$ cat src/rtl/fft_pkg.sv
// Shared FFT definitions: default size, bit-reversal helper and the loader state encoding.
// Used by the loader, butterfly and twiddle stages.
package fft_pkg;

    localparam int unsigned FFT_N     = 16;
    localparam int unsigned LOG2N     = $clog2(FFT_N);
    localparam int unsigned LOG2N_MAX = 10;

    typedef enum logic [1:0] {
        ST_IDLE = 2'd0,
        ST_FILL = 2'd1,
        ST_HOLD = 2'd2
    } fft_state_e;

    // Reverses the low 'width' bits of idx; bits above width return zero.
    function automatic logic [LOG2N_MAX-1:0] bitrev(input logic [LOG2N_MAX-1:0] idx,
                                                    input int unsigned width);
        logic [LOG2N_MAX-1:0] r;
        r = '0;
        for (int unsigned b = 0; b < LOG2N_MAX; b++) begin
            if (b < width) r[b] = idx[width-1-b];
        end
        return r;
    endfunction

endpackage

$ cat src/rtl/fft_bitrev.sv
// Combinational W-bit index reversal, shared with the output reorder stage.
module fft_bitrev #(
    parameter int unsigned W = 4
) (
    input  logic [W-1:0] i_idx,
    output logic [W-1:0] o_rev_c
);

    for (genvar b = 0; b < W; b++) begin : g_rev
        assign o_rev_c[b] = i_idx[W-1-b];
    end

endmodule

$ cat src/rtl/fft_sample_loader.sv
// FFT input stage: writes a valid/ready sample stream into the register bank in
// bit-reversed order and holds the full frame until the core acknowledges it.
module fft_sample_loader
    import fft_pkg::*;
#(
    parameter  int unsigned N_POINTS = FFT_N,
    parameter  int unsigned DATA_W   = 16,
    localparam int unsigned ADDR_W   = $clog2(N_POINTS),
    localparam int unsigned CNT_W    = ADDR_W + 1
) (
    input  logic                clk,
    input  logic                clr_n,
    input  logic                en,
    input  logic                abort,
    input  logic                in_valid,
    input  logic [DATA_W-1:0]   in_data,
    output logic                in_ready,
    output logic [N_POINTS-1:0] wr_en,
    output logic [DATA_W-1:0]   wr_data,
    output logic [ADDR_W-1:0]   wr_addr,
    output logic                bank_clr,
    output logic                frame_ready,
    input  logic                frame_ack,
    output logic [CNT_W-1:0]    sample_cnt
);

    fft_state_e          r_state,       w_state_nxt;
    logic [CNT_W-1:0]    r_count,       w_count_nxt;
    logic [N_POINTS-1:0] r_wr_en,       w_wr_en_nxt;
    logic [DATA_W-1:0]   r_wr_data,     w_wr_data_nxt;
    logic [ADDR_W-1:0]   r_wr_addr,     w_wr_addr_nxt;
    logic                r_bank_clr,    w_bank_clr_nxt;
    logic                r_frame_ready, w_frame_ready_nxt;
    logic [ADDR_W-1:0]   w_rev_idx;

    fft_bitrev #(
        .W (ADDR_W)
    ) u_bitrev (
        .i_idx   (r_count[ADDR_W-1:0]),
        .o_rev_c (w_rev_idx)
    );

    // Decoded from state only so upstream never sees a combinational loop.
    assign in_ready = (r_state == ST_FILL);

    // Next-state and next-output decode; abort outranks en, which outranks normal flow.
    always_comb begin
        w_state_nxt       = r_state;
        w_count_nxt       = r_count;
        w_wr_en_nxt       = '0;
        w_wr_data_nxt     = r_wr_data;
        w_wr_addr_nxt     = r_wr_addr;
        w_bank_clr_nxt    = 1'b0;
        w_frame_ready_nxt = r_frame_ready;

        if (abort) begin
            w_state_nxt       = en ? ST_FILL : ST_IDLE;
            w_count_nxt       = '0;
            w_bank_clr_nxt    = 1'b1;
            w_frame_ready_nxt = 1'b0;
        end else if (!en) begin
            w_state_nxt       = ST_IDLE;
            w_count_nxt       = '0;
            w_bank_clr_nxt    = (r_state != ST_IDLE);
            w_frame_ready_nxt = 1'b0;
        end else begin
            case (r_state)
                ST_IDLE: begin
                    w_state_nxt = ST_FILL;
                    w_count_nxt = '0;
                end
                ST_FILL: begin
                    if (in_valid) begin
                        w_wr_data_nxt = in_data;
                        w_wr_en_nxt   = N_POINTS'(1) << w_rev_idx;
                        w_wr_addr_nxt = w_rev_idx;
                        w_count_nxt   = r_count + CNT_W'(1);
                        if (r_count == CNT_W'(N_POINTS - 1)) w_state_nxt = ST_HOLD;
                    end
                end
                ST_HOLD: begin
                    // frame_ready trails HOLD entry by one edge, aligned with the last bank capture.
                    if (frame_ack) begin
                        w_state_nxt       = ST_FILL;
                        w_count_nxt       = '0;
                        w_frame_ready_nxt = 1'b0;
                    end else begin
                        w_frame_ready_nxt = 1'b1;
                    end
                end
                default: begin
                    w_state_nxt = ST_IDLE;
                    w_count_nxt = '0;
                end
            endcase
        end
    end

    always_ff @(posedge clk or negedge clr_n) begin
        if (!clr_n) begin
            r_state       <= ST_IDLE;
            r_count       <= '0;
            r_wr_en       <= '0;
            r_wr_data     <= '0;
            r_wr_addr     <= '0;
            r_bank_clr    <= 1'b0;
            r_frame_ready <= 1'b0;
        end else begin
            r_state       <= w_state_nxt;
            r_count       <= w_count_nxt;
            r_wr_en       <= w_wr_en_nxt;
            r_wr_data     <= w_wr_data_nxt;
            r_wr_addr     <= w_wr_addr_nxt;
            r_bank_clr    <= w_bank_clr_nxt;
            r_frame_ready <= w_frame_ready_nxt;
        end
    end

    assign wr_en       = r_wr_en;
    assign wr_data     = r_wr_data;
    assign wr_addr     = r_wr_addr;
    assign bank_clr    = r_bank_clr;
    assign frame_ready = r_frame_ready;
    assign sample_cnt  = r_count;

endmodule

$ cat config.mk
export PLATFORM = sky130hd
export DESIGN_NAME = fft_sample_loader
export DESIGN_NICKNAME = d
export VERILOG_FILES = /design/src/rtl/fft_pkg.sv /design/src/rtl/fft_bitrev.sv /design/src/rtl/fft_sample_loader.sv
export SDC_FILE = /design/constraint.sdc
export NUM_CORES = 1
export LEC_CHECK = 0
export ABC_AREA = 1
export BUFFER_PORTS_ARGS = -buffer_cell sky130_fd_sc_hd__buf_2
export CAP_MARGIN = 0
export CORE_ASPECT_RATIO = 0.7
export CORE_MARGIN = 2
export CORE_UTILIZATION = 25
export CTS_CLUSTER_DIAMETER = 80
export CTS_CLUSTER_SIZE = 10
export DETAILED_ROUTE_END_ITERATION = 12
export PLACE_DENSITY = 0.49
export SYNTH_ARGS = -nofsm -noshare
export SYNTH_HDL_FRONTEND = slang
export SYNTH_HIERARCHICAL = 1
export SYNTH_SLANG_ARGS = --single-unit
$ cat constraint.sdc
create_clock -name clk -period 3 [get_ports clk]
set_input_delay 0.15 -clock clk [delete_from_list [all_inputs] [get_ports clk]]
set_output_delay 0.15 -clock clk [all_outputs]
set_load 0.1 [all_outputs]
After elaboration in Yosys (flattened, before gate mapping)
Index checks and enable logic that the tools add are counted.

Input port bits: 22. Bits in registers: 45. Logic and storage cells: 44. Output and inout bits: 44.

Equality and inequality tests: 7. Reduce and logical (&&, ||, !) cells: 5. Bitwise logic cells: 1. Shift operators: 1. Muxes and demuxes: 22. Add/sub/neg operators: 1.

Operators with widths (number): 2-to-1 mux 16 bit (4); 2-to-1 mux 5 bit (4); left shift 1 x 4 -> 16 bit, first input constant (1); 2-to-1 mux 2 bit (5); one-hot mux 5 bit (2 select lines) (1); != test 4 bit, second input constant (2); 2-to-1 mux 1 bit (7); one-hot mux 2 bit (3 select lines) (1); adder 5 x 1 -> 5 bit, second input constant (1); equality test 5 x 4 -> 1 bit, second input constant (1); != test 4 x 3 -> 1 bit, second input constant (1); AND reduction 4 bit (1); != test 3 x 1 -> 1 bit, second input constant (1); AND reduction 3 bit (1); equality test 2 x 1 -> 1 bit, second input constant (1); equality test 2 bit, second input constant (1); zero test 2 bit (1); AND reduction 2 bit (1); nonzero test 2 bit (1); inverter 1 bit (1).

Longest topological paths before layout
Gate-level depths: netlist of the first run.

Depth in word-level cells: 6. Mapped depth: 8.

By module
The synthesis of the first run kept the hierarchy.

By module, submodules not included: fft_sample_loader (instances 1, seq. area each 1126.1 µm², cells each 186, area an instance 1776.7 µm²); fft_bitrev (instances 1, seq. area each 0.0 µm², cells each 4, area an instance 30.0 µm²).

Worst setup path before layout of the first run
OpenSTA, ideal clock, no wires.

Path type: flip-flop to flip-flop. Start: register r_state[0]. End: register r_state[1]. Stages on the path, launching flop included: 6. Library setup time: 0.130 ns. Required time: 2.870 ns. Data arrival time: 2.126 ns. Buffers on the path: 0. Slack: 0.744 ns. Cells stage by stage: dfrtp_1 inv_1 nor2_1 nand3_1 nand3_1 o21ai_0.

Longest elaborated chain between the ends: 4. Elaborated cells between the ends (all ways): 10. Those cells by class: eq/ne (5); mux (3); reduce/logical (2).

RTL lines: start: declaration (line fft_sample_loader.sv:27) `fft_state_e r_state, w_state_nxt;`; start signal: assignment (line fft_sample_loader.sv:109) `r_state <= w_state_nxt;`; equality test 2 x 1 -> 1 bit (*); net in_ready (line fft_sample_loader.sv:17) `output logic in_ready,`; one-hot mux 2 bit (3 select lines) (line fft_sample_loader.sv:67) `case (r_state)`; 2-to-1 mux 2 bit (line fft_sample_loader.sv:61) `end else if (!en) begin`; 2-to-1 mux 2 bit (line fft_sample_loader.sv:56) `if (abort) begin`.

Mark *: on every way through the listed nets, which the timed path passes. The rest lies on a longest branch. A chain may end at the register's enable or synchronous reset.

Worst setup path after layout of the first run
Start: register r_state[1]. End: register r_wr_en[10], in the netlist wr_en[10].

Longest elaborated chain between the ends: 4.

RTL lines: equality test 2 x 1 -> 1 bit (line fft_sample_loader.sv:67); 2-to-1 mux 16 bit (line fft_sample_loader.sv:67); 2-to-1 mux 16 bit (line fft_sample_loader.sv:61); 2-to-1 mux 16 bit (line fft_sample_loader.sv:56); net w_wr_en_nxt[10] (line fft_sample_loader.sv:29) `logic [N_POINTS-1:0] r_wr_en, w_wr_en_nxt;`; end signal: assignment (line fft_sample_loader.sv:111) `r_wr_en <= w_wr_en_nxt;`; end: declaration (line fft_sample_loader.sv:29).

The timed path passes the listed nets, and every way through them passes these cells.

==> metrics.md, run 1 <==
| Metric | Value |
|---|---|
| Status | `finished, final reports clean` |
| Avg WL per Cell | `11.9 µm` |
| Inserted Clock Buffers | `5` |
| Synth Warn # | `6` |
| Drt total wl | `4150 µm` |
| IO Pins | `66` |
| Final setup skew | `0.00332 ns` |
| Crit path max-delay family | `simple AND/OR/NAND/NOR gates` |
| Cts repair resizes | `0` |
| CP Cell Sequence | `inv_1, nand2_1, nor2_4, nand2_4, inv_2, nand2_2, nor2_1` |
| Initial Util | `26.3%` |
| Worst Setup Slack, final | `1.38 ns` |
| CTS tree | `built` |
| Residual DRC | `0` |
| Cell Pwr Density | `807 nW/µm²` |
| RSZ-0062 raised after global routing | `no` |
| Max Cap Viol | `0` |
| Hold Path Class | `primary input to async pin` |
| Vias/cell | `3.95` |
| First-pass GRT wire length | `7020 µm` |
| Critical Path AT | `1.84 ns` |
| Share of the synthesized area in the top cell type | `62.3%` |
| Post-synthesis cell type count | `22` |
| Worst Setup Start Kind | `flop` |
| Predominant post-synthesis flop cell | `dfrtp_1` |
| Slew Limit Fails | `0` |
| Post-DP HPWL | `2980 µm` |
| Period utilisation layout | `54.1%` |
| Reg2Reg Depth | `7` |
| GP Congestion | `0.779` |
| Chip Width | `106 µm` |
| WP buf/inv | `2` |
| Syn nets | `214` |
| Lkg Pwr | `1.28 nW` |
| CP required | `3.22 ns` |
| Setup violators final | `0` |
| Vias | `1,376` |
| DR pass1 iterations | `4` |
| Syn Inst Count | `190` |
| Die height | `75.1 µm` |
| Crit path depth | `7` |
| Inserted Diodes | `0` |
| Placed Cells | `341` |
| Final nets | `278` |
| # rows | `25` |
| Total track usage | `11.5%` |
| Slowest cell on crit path | `dfrtp_1` |
| Critical path capture point type | `flop` |
| Number of flops mapped to enable cells by yosys | `0` |
| Setup CP Type | `flop to flop` |
| Ratio of cells with drive above 1 in the final layout | `34.3%` |
| Largest net degree at the start of global routing | `46` |
| Crit path max fanout | `27` |
| Total Neg Setup Slack | `0 ns` |
| CTS Hold Bufs | `0` |
| Clk sink count | `45` |
| Final Hold Fails | `0` |
| DR iter-0 viols | `46` |
| Filler cell count | `769` |
| Htree depth | `2` |
| Ys async rst share | `100%` |
| Port Buffer Count | `65` |
| Least-Margin Pin Slew | `0.985 ns` |
| Die area | `7930 µm²` |
| Top post-synthesis cells by area | `dfrtp_1 62%, nand2_1 14%, nand3_1 3.9%` |
| Final ANT Viol Nets | `0` |
| Seq/Total Area, Yosys | `62.3%` |
| Initial antenna violation count | `0` |
| Seq cells post-synth | `45` |
| Pre-CTS WS | `1.37 ns` |
| Core ar. | `6880 µm²` |
| Crit-path max cell delay | `0.40 ns` |
| Synth Cell Area | `1810 µm²` |
| Final min period | `1.62 ns` |
| Layout Cells excl Fill | `348` |
| P&R area growth vs syn | `27.0%` |
| Post-CTS setup buffers | `0` |
| FMAX | `616 MHz` |
| Number of global-route vias before repair | `1,389` |
| Clk pin slew, worst setup/hold paths | `0.08 ns` |
| Synthesized area per cell | `9.51 µm²` |
| VDD IR max | `0.484 mV` |
| Root Buffer | `clkbuf_8` |
| Slew headroom | `34.3%` |
| Clock Path Buffers | `2` |
| Cell taking the most area after synthesis | `dfrtp_1` |
| Global route overflow | `0` |
| Worst skew pair latency | `0.29 ns` |
[state kept, by name, summed over array words and instances (netlist names)]
register,cells
wr_data,16
wr_en,16
sample_cnt,5
wr_addr,4
r_state,2
bank_clr,1
frame_ready,1
[cell families (layout without fill, tap and decap cells)]
group                    Yosys count  count (layout)  synth area share [%]
AO/OA/AOI/OAI                     10              10                  3.05
XOR/XNOR                           1               1                 0.485
adder cells (fa/ha/maj)            2               2                  1.38
buffers and inverters             21              85                  5.96
flip-flops                        45              45                  62.3
AND/OR/NAND/NOR                  111             111                  26.8
[cell type report]
cell class | count | area [µm²] | share of cell area (%)
Clock buffer | 5 | 68.8 | 3.00
Clock inverter | 2 | 35.0 | 1.53
Inverter | 13 | 48.8 | 2.13
Multi-Input combinational cell | 124 | 573 | 25.0
Sequential cell | 45 | 1130 | 49.1
Tap cell | 94 | 118 | 5.13
Timing Repair Buffer | 65 | 325 | 14.2
[final timing paths]
kind                            startpoint         end  slack, ns
worst max-delay path            r_state[1]   wr_en[10]       1.38
worst min register to register  wr_data[2]  wr_data[2]       0.48
min in group clk                in_data[8]  wr_data[8]       0.05
worst min-delay path                 clr_n    bank_clr       0.02
max in group asynchronous            clr_n  r_state[1]       2.38
worst max register to register  r_state[1]   wr_en[10]       1.38
[report_power, final]
part	total (mW)	leakage, nW	switching, mW	internal, mW
Combinational	0.697	0.623	0.607	0.0896
Clock	0.441	0.0540	0.199	0.242
Sequential	0.714	0.600	0.0400	0.674
[cell usage after synthesis (2+ instances only)]
| cell type | instances |
|---|---|
| nor2_1 | 13 |
| o21ai_0 | 6 |
| nand2_2 | 2 |
| nor2_2 | 9 |
| buf_4 | 5 |
| nand2_1 | 68 |
| buf_2 | 2 |
| nand4_1 | 2 |
| dfrtp_1 | 45 |
| inv_2 | 2 |
| ha_1 | 2 |
| nand3_1 | 14 |
| inv_1 | 11 |
[metal layers]
metal / up-vias / global-route usage, % / wire, µm
li1: 716 / - / -
met1: 604 / 17.5 / 2240
met2: 54 / 15.6 / 1580
met3: 2 / 3.55 / 310
met4: 0 / 3.07 / 15
met5: - / 0 / 0
[layout by cell type (no fill, tap or decap)]
| cell type | synthesis | final |
|---|---|---|
| a21oi_1 | 1 | 1 |
| a31oi_1 | 1 | 1 |
| buf_2 | 2 | 65 |
| bufinv_16 | 0 | 1 |
| clkbuf_8 | 0 | 5 |
| clkinv_2 | 0 | 1 |
| dfrtp_1 | 45 | 45 |
| ha_1 | 2 | 2 |
| inv_1 | 11 | 11 |
| inv_2 | 2 | 2 |
| nand2_1 | 68 | 68 |
| nand2_2 | 2 | 2 |
| nand2_4 | 1 | 1 |
| nand3_1 | 14 | 14 |
| nand4_1 | 2 | 2 |
| nor2_1 | 13 | 13 |
| nor2_2 | 9 | 9 |
| nor2_4 | 1 | 1 |
| o21a_1 | 1 | 1 |
| o21ai_0 | 6 | 6 |
| o22ai_1 | 1 | 1 |
| or2_1 | 1 | 1 |
| xor2_1 | 1 | 1 |
[per-stage QoR]
| step | cell area [µm²] | hold WS, ns | power [mW] | utilization, % |
|---|---|---|---|---|
| 2_1_floorplan | 1810 | -0.146 | 1.30 | - |
| 3_3_place_gp | 2190 | 0.346 | 1.43 | 31.8 |
| 5_1_grt | 2290 | 0.0429 | 1.94 | 33.3 |
| 3_5_place_dp | 2190 | 0.352 | 1.43 | 31.8 |
| 4_1_cts | 2290 | 0.0372 | 1.88 | 33.3 |
| 6_report | 2290 | 0.0201 | 1.85 | 33.3 |
No activity file was read; power rests on OpenSTA's default activity.
==> run 2, diff against run 1 <==
- ABC_AREA: 1 -> 0
- PLACE_DENSITY: 0.49 -> 0.5
- clock period: 3 -> 1.4 ns (I/O delays scaled with it)
==> run 2 against run 1 <==
Against the previous run: the run now ends with negative setup slack left; largest cell class unchanged; clock power up 130%; hold slack got worse by 0.0085 ns; clock skew up 0.0062 ns; final area increased by 22%; worst setup slack worse by 1.4 ns; register-to-register slack worse by 1.4 ns; final cell count is 7.2% lower; utilization up 5.1 points; wire length is 8.8% higher; clock-buffer cell count up 1.
==> metrics.md, run 2 <==
| Metric | Value |
|---|---|
| Filler cell count | `715` |
| Lkg Pwr | `1.41 nW` |
| Top post-synthesis cells by area | `dfrtp_1 60%, mux2_4 16%, nor2_1 1.8%` |
| FMAX | `705 MHz` |
| First-pass GRT wire length | `7500 µm` |
| Status | `complete, but fails checks` |
| Final ANT Viol Nets | `0` |
| Share of the synthesized area in the top cell type | `59.9%` |
| Root Buffer | `clkbuf_8` |
| Seq/Total Area, Yosys | `59.9%` |
| Clk pin slew, worst setup/hold paths | `0.08 ns` |
| Ys async rst share | `100%` |
| Comb pwr share | `33.6%` |
| Syn nets | `157` |
| DR iter-0 viols | `51` |
| Largest net degree at the start of global routing | `22` |
| RSZ-0062 raised after global routing | `yes` |
| Number of global-route vias before repair | `1,416` |
| Slew Limit Fails | `0` |
| Crit path max fanout | `16` |
| Clk sink count | `45` |
| Synth Cell Area | `1880 µm²` |
| Least-Margin Pin Slew | `0.500 ns` |
| DR pass1 iterations | `4` |
| Post-synthesis cell type count | `34` |
| Slew headroom | `66.9%` |
| Htree depth | `2` |
| Core ar. | `7290 µm²` |
| Vias | `1,370` |
| Commonest non-fill, non-tap cell in the layout | `buf_2` |
| Hold Path Class | `primary input to flop` |
| Final nets | `248` |
| Number of flops mapped to enable cells by yosys | `0` |
| Worst skew pair latency | `0.30 ns` |
| Clock Power Share | `27.3%` |
| Layout Cells excl Fill | `323` |
| Total power | `3.75 mW` |
| Seq pwr share | `39.0%` |
| Initial Util | `25.8%` |
| Final min period | `1.42 ns` |
| Inserted Clock Buffers | `5` |
| Drt total wl | `4520 µm` |
| Port Buffer Count | `65` |
| Total track usage | `11.7%` |
| Failing checks | `negative setup slack` |
| VDD IR max | `0.689 mV` |
| Synthesized area per cell | `14.1 µm²` |
| Setup violators final | `21` |
| Top cells by count, synth | `45 x dfrtp_1, 20 x mux2_4, 9 x nor2_1, 5 x a21oi_1, 5 x nor3_1` |
| IO Pins | `66` |
| Initial antenna violation count | `0` |
| Avg WL per Cell | `14.0 µm` |
| CTS tree | `built` |
| Placed Cells | `302` |
| Most frequent cells in the layout | `60 x buf_2, 40 x dfrtp_1, 20 x mux2_4` |
| GP Congestion | `0.671` |
| Final Hold Fails | `0` |
| Final setup skew | `0.00955 ns` |
| Critical Path AT | `1.60 ns` |
| Critical path capture point type | `flop` |
| Cell Pwr Density | `1340 nW/µm²` |
| Worst Setup Start Kind | `flop` |
| Sw Ratio | `39.3%` |
| Count leader, synth | `dfrtp_1` |
| Global route overflow | `0` |
| Die area | `8240 µm²` |
| Predominant post-synthesis flop cell | `dfrtp_1` |
| Synth Warn # | `6` |
| Post-DP HPWL | `3210 µm` |
| Worst Setup Slack, final | `-0.0177 ns` |
| Clock Path Buffers | `2` |
| Chip Width | `108 µm` |
| NetSw | `1.47 mW` |
| # rows | `26` |
| Setup CP Type | `flop to flop` |
| Cell taking the most area after synthesis | `dfrtp_1` |
| Post-route cell area | `2800 µm²` |
| Seq cells post-synth | `45` |
| Area after DPL | `2490 µm²` |
| Inserted Diodes | `0` |
| Die height | `76.5 µm` |
| Vias/cell | `4.24` |
| Residual DRC | `0` |
| Internal power | `2.28 mW` |
| CP required | `1.58 ns` |
| Max Cap Viol | `0` |
| Ratio of cells with drive above 1 in the final layout | `59.1%` |
| Period utilisation layout | `101%` |
| Syn Inst Count | `133` |
| P&R area growth vs syn | `49.0%` |
[run 2: cell count changes after synthesis, moves of 4 or more]
cell | before | now
nor3_1 | 0 | 5
nand2b_1 | 0 | 4
nor2_1 | 13 | 9
nand3_1 | 14 | 1
nor4_1 | 0 | 4
nor2_2 | 9 | 0
nand2_1 | 68 | 1
o21ai_0 | 6 | 2
a21oi_1 | 1 | 5
nor2b_1 | 0 | 4
inv_1 | 11 | 2
mux2_4 | 0 | 20
[run 2: layer usage]
metal  vias to the layer above  wire length (µm)  track usage, %
li1                        649                 -               -
met1                       687              2140            16.7
met2                        32              2150            17.9
met3                         2               200            2.82
met4                         0                25            3.08
met5                         -                 0               0
[run 2: logic make-up (layout without fill, tap and decap cells)]
logic type / after synthesis / in the layout / synth area share (%)
DFF: 45 / 45 / 59.9
AOI/OAI and AO/OA: 16 / 16 / 5.66
buffers and inverters: 11 / 103 / 4.26
adders and majority gates: 2 / 2 / 1.33
muxes: 20 / 20 / 16.0
and+or+nand+nor: 39 / 39 / 12.8
[run 2: power groups by stage]
| stage | registers (mW) | logic (mW) | clock network [mW] |
|---|---|---|---|
| 2_1_floorplan | 2.29 | 0.204 | 0 |
| 3_3_place_gp | 1.49 | 1.23 | 0 |
| 3_5_place_dp | 1.48 | 1.24 | 0 |
| 4_1_cts | 1.46 | 1.26 | 1.07 |
| 5_1_grt | 1.48 | 1.30 | 1.13 |
| 6_report | 1.46 | 1.26 | 1.02 |
[run 2: repair_timing]
item | in CTS | in global routing
hold buffers | 8 | 3
gates cloned | 0 | 0
resized for setup | 5 | 12
pin swaps | 2 | 3
hold endpoints to repair | 25 | 3
setup buffers | 1 | 1
endpoints found under the setup margin | 19 | 36
[run 2: worst max-delay path, cell delays in order (launching register included)]
cell and delay [ns]:
dfrtp_1 0.44, and4bb_2 0.28, nand2_4 0.10, buf_12 0.17, mux2_4 0.31
[run 2: final cells by class]
class                      count  area (µm²)  area share [%]
clock buffer                   6        82.6            2.95
sequential                    45        1140            40.7
tap                           98         123            4.38
multi-input combinational     77         761            27.2
inverter                       2        7.51           0.268
clock inverter                 2        37.5            1.34
timing repair buffer          93         649            23.2
[run 2: worst paths after layout]
check	from	endpoint	slack [ns]	depth (start not counted)
setup / recovery	r_state[0]	wr_data[3]	-0.02	4
hold / removal	in_data[14]	wr_data[14]	0.01	2
setup reg to reg	r_state[0]	wr_data[3]	-0.02	4
hold reg to reg	wr_data[7]	wr_data[7]	0.51	1
max in group asynchronous	clr_n	wr_en[10]	0.60	3
min in group asynchronous	clr_n	wr_data[1]	0.25	2
[run 2: stage by stage]
| stage | TNS (ns) | hold slack (ns) | utilization [%] | setup slack, ns |
|---|---|---|---|---|
| floorplan | -1.30 | -0.226 | - | -0.187 |
| global placement | -0.0916 | 0.0491 | 34.2 | -0.0472 |
| detailed placement | -0.161 | 0.0516 | 34.2 | -0.0492 |
| CTS | -0.126 | 0.0000611 | 37.3 | -0.0452 |
| global route | -1.82 | 0.00339 | 38.4 | -0.0829 |
| finish | -0.250 | 0.0117 | 38.4 | -0.0177 |
==> run 3, diff against run 2 <==
- ABC_AREA: 0 -> 1
- MAX_ROUTING_LAYER: default -> met4
- PLACE_DENSITY: 0.5 -> 0.51
- SETUP_SLACK_MARGIN: default -> 0.5
==> run 3 against run 2 <==
Against the previous run: the run now ends clean; register-to-register slack better by 0.07 ns; hold slack better by 0.059 ns; fmax increased by 5.1%; critical path depth up 4; highest routed layer unchanged; final cell count grew 27%; sequential share of layout area is 11 points lower; via count grew 25%; clock skew decreased by 0.0052 ns; critical endpoint is now r_state[0]; non-clock buffer count grew 31; critical path type unchanged.
==> metrics.md, run 3 (synthesized netlist as in run 1, its figures left out) <==
| Metric | Value |
|---|---|
| VDD IR max | `1.10 mV` |
| Setup CP Type | `flop to flop` |
| Global route overflow | `0` |
| CP required | `1.59 ns` |
| Cell Pwr Density | `1190 nW/µm²` |
| Period utilisation layout | `96.3%` |
| Inserted Clock Buffers | `5` |
| Max Cap Viol | `0` |
| Filler cell count | `558` |
| CTS tree | `built` |
| Most frequent cells in the layout | `38 x dfrtp_2, 37 x buf_12, 33 x nand2_1` |
| Hold Path Class | `primary input to flop` |
| Initial antenna violation count | `0` |
| Worst Setup Slack, final | `0.0516 ns` |
| Total track usage | `14.1%` |
| Pre-CTS WS | `0.0638 ns` |
| Largest net degree at the start of global routing | `46` |
| Die area | `7930 µm²` |
| Die height | `75.1 µm` |
| Placed Cells | `351` |
| FMAX | `742 MHz` |
| Avg WL per Cell | `13.8 µm` |
| Crit path max-delay family | `flip-flops` |
| GP Congestion | `0.858` |
| Total Neg Setup Slack | `0 ns` |
| Final nets | `338` |
| Critical path capture point type | `flop` |
| WP buf/inv | `1` |
| IO Pins | `66` |
| Clk sink count | `45` |
| Setup violators final | `0` |
| Drt total wl | `5640 µm` |
| Status | `finished, final reports clean` |
| Final setup skew | `0.00439 ns` |
| Final ANT Viol Nets | `0` |
| Clock Path Buffers | `2` |
| Worst Setup Start Kind | `flop` |
| Worst skew pair latency | `0.29 ns` |
| DR pass1 iterations | `5` |
| Residual DRC | `0` |
| Port Buffer Count | `65` |
| Core ar. | `6880 µm²` |
| Vias | `1,714` |
| Least-Margin Pin Slew | `0.251 ns` |
| First-pass GRT wire length | `8440 µm` |
| Crit path max fanout | `2` |
| Hold Slack | `0.0704 ns` |
| Final min period | `1.35 ns` |
| Area after DPL | `2420 µm²` |
| Slew headroom | `83.3%` |
| Multi-input logic area | `968 µm²` |
| Seq. cell area | `1190 µm²` |
| Lkg Pwr | `1.81 nW` |
| Vias/cell | `4.19` |
| Clk pin slew, worst setup/hold paths | `0.09 ns` |
| Post-route cell area | `4040 µm²` |
| Number of global-route vias before repair | `1,705` |
| Critical Path AT | `1.54 ns` |
| DR iter-0 viols | `54` |
| Inserted Diodes | `0` |
| CP Cell Sequence | `ha_4, nand2_4, nor2_4, ha_4, inv_2, nand3_2, nand3_2, o21a_1` |
| Commonest non-fill, non-tap cell in the layout | `dfrtp_2` |
| Post-DP HPWL | `3050 µm` |
| # rows | `25` |
| RSZ-0062 raised after global routing | `yes` |
| Initial Util | `26.3%` |
| Slew Limit Fails | `0` |
| Layout Cells excl Fill | `409` |
| Chip Width | `106 µm` |
| P&R area growth vs syn | `124%` |
| Root Buffer | `clkbuf_8` |
| Final Hold Fails | `0` |
| Htree depth | `2` |
| Slowest cell on crit path | `dfrtp_4` |
| Ratio of cells with drive above 1 in the final layout | `76.2%` |
| Crit-path max cell delay | `0.43 ns` |
run 3: changes by cell type in the layout (fill, tap and decap cells not counted), moves of 23 or more:
| cell | change |
|---|---|
| nand2_1 | +32 |
| buf_12 | +32 |
| dfrtp_2 | +36 |
| dfrtp_1 | -38 |
| buf_2 | -39 |
| nand2_2 | +23 |
run 3: worst reg2reg max path, cell delays in order, from the launching register on:
cell and delay, ns:
dfrtp_4 0.43, ha_4 0.15, nand2_4 0.05, nor2_4 0.12
ha_4 0.14, inv_2 0.03, nand3_2 0.06, nand3_2 0.08
o21a_1 0.19
run 3: path summary, 6_finish.rpt:
check                               from            end  slack [ns]  cells after the start
setup / recovery           sample_cnt[0]     r_state[0]        0.05                      8
hold / removal                        en  sample_cnt[2]        0.07                      3
setup reg to reg           sample_cnt[0]     r_state[0]        0.05                      8
hold reg to reg              wr_data[14]    wr_data[14]        0.52                      2
max in group asynchronous          clr_n  sample_cnt[1]        0.88                      3
min in group asynchronous          clr_n  sample_cnt[3]        0.28                      3
run 3: final cells by class:
type	instances	share of cell area, %
Clock buffer	7	2.38
Clock inverter	1	0.124
Inverter	13	1.76
Multi-Input combinational cell	125	24.0
Sequential cell	45	29.5
Tap cell	94	2.91
Timing Repair Buffer	124	39.3
run 3: where the power goes:
group          internal (mW)  total (mW)  switching, mW
sequential              1.47        1.65          0.178
combinational          0.829        2.25           1.42
clock                  0.447       0.893          0.446
total                   2.75        4.79           2.04
run 3: routing by layer:
metal	up-vias	routed length (µm)	GRT usage, %
li1	838	-	-
met1	820	2510	18.5
met2	54	2840	22.6
met3	2	274	3.20
met4	0	13	3.36
met5	-	0	-
run 3: repair_timing:
action	in CTS	in global routing
gates resized for setup	169	106
buffers inserted	16	13
hold endpoints to repair	61	0
gates cloned	3	1
hold buffers	17	0
setup endpoints to repair	88	89
pin swaps	14	29
run 3: per-stage QoR:
stage                     power (mW)  util (%)
after floorplan                 2.83         -
after global placement          3.11      35.2
after detailed placement        3.12      35.2
after CTS                       4.51      50.7
after global routing            4.97      58.7
final                           4.79      58.7
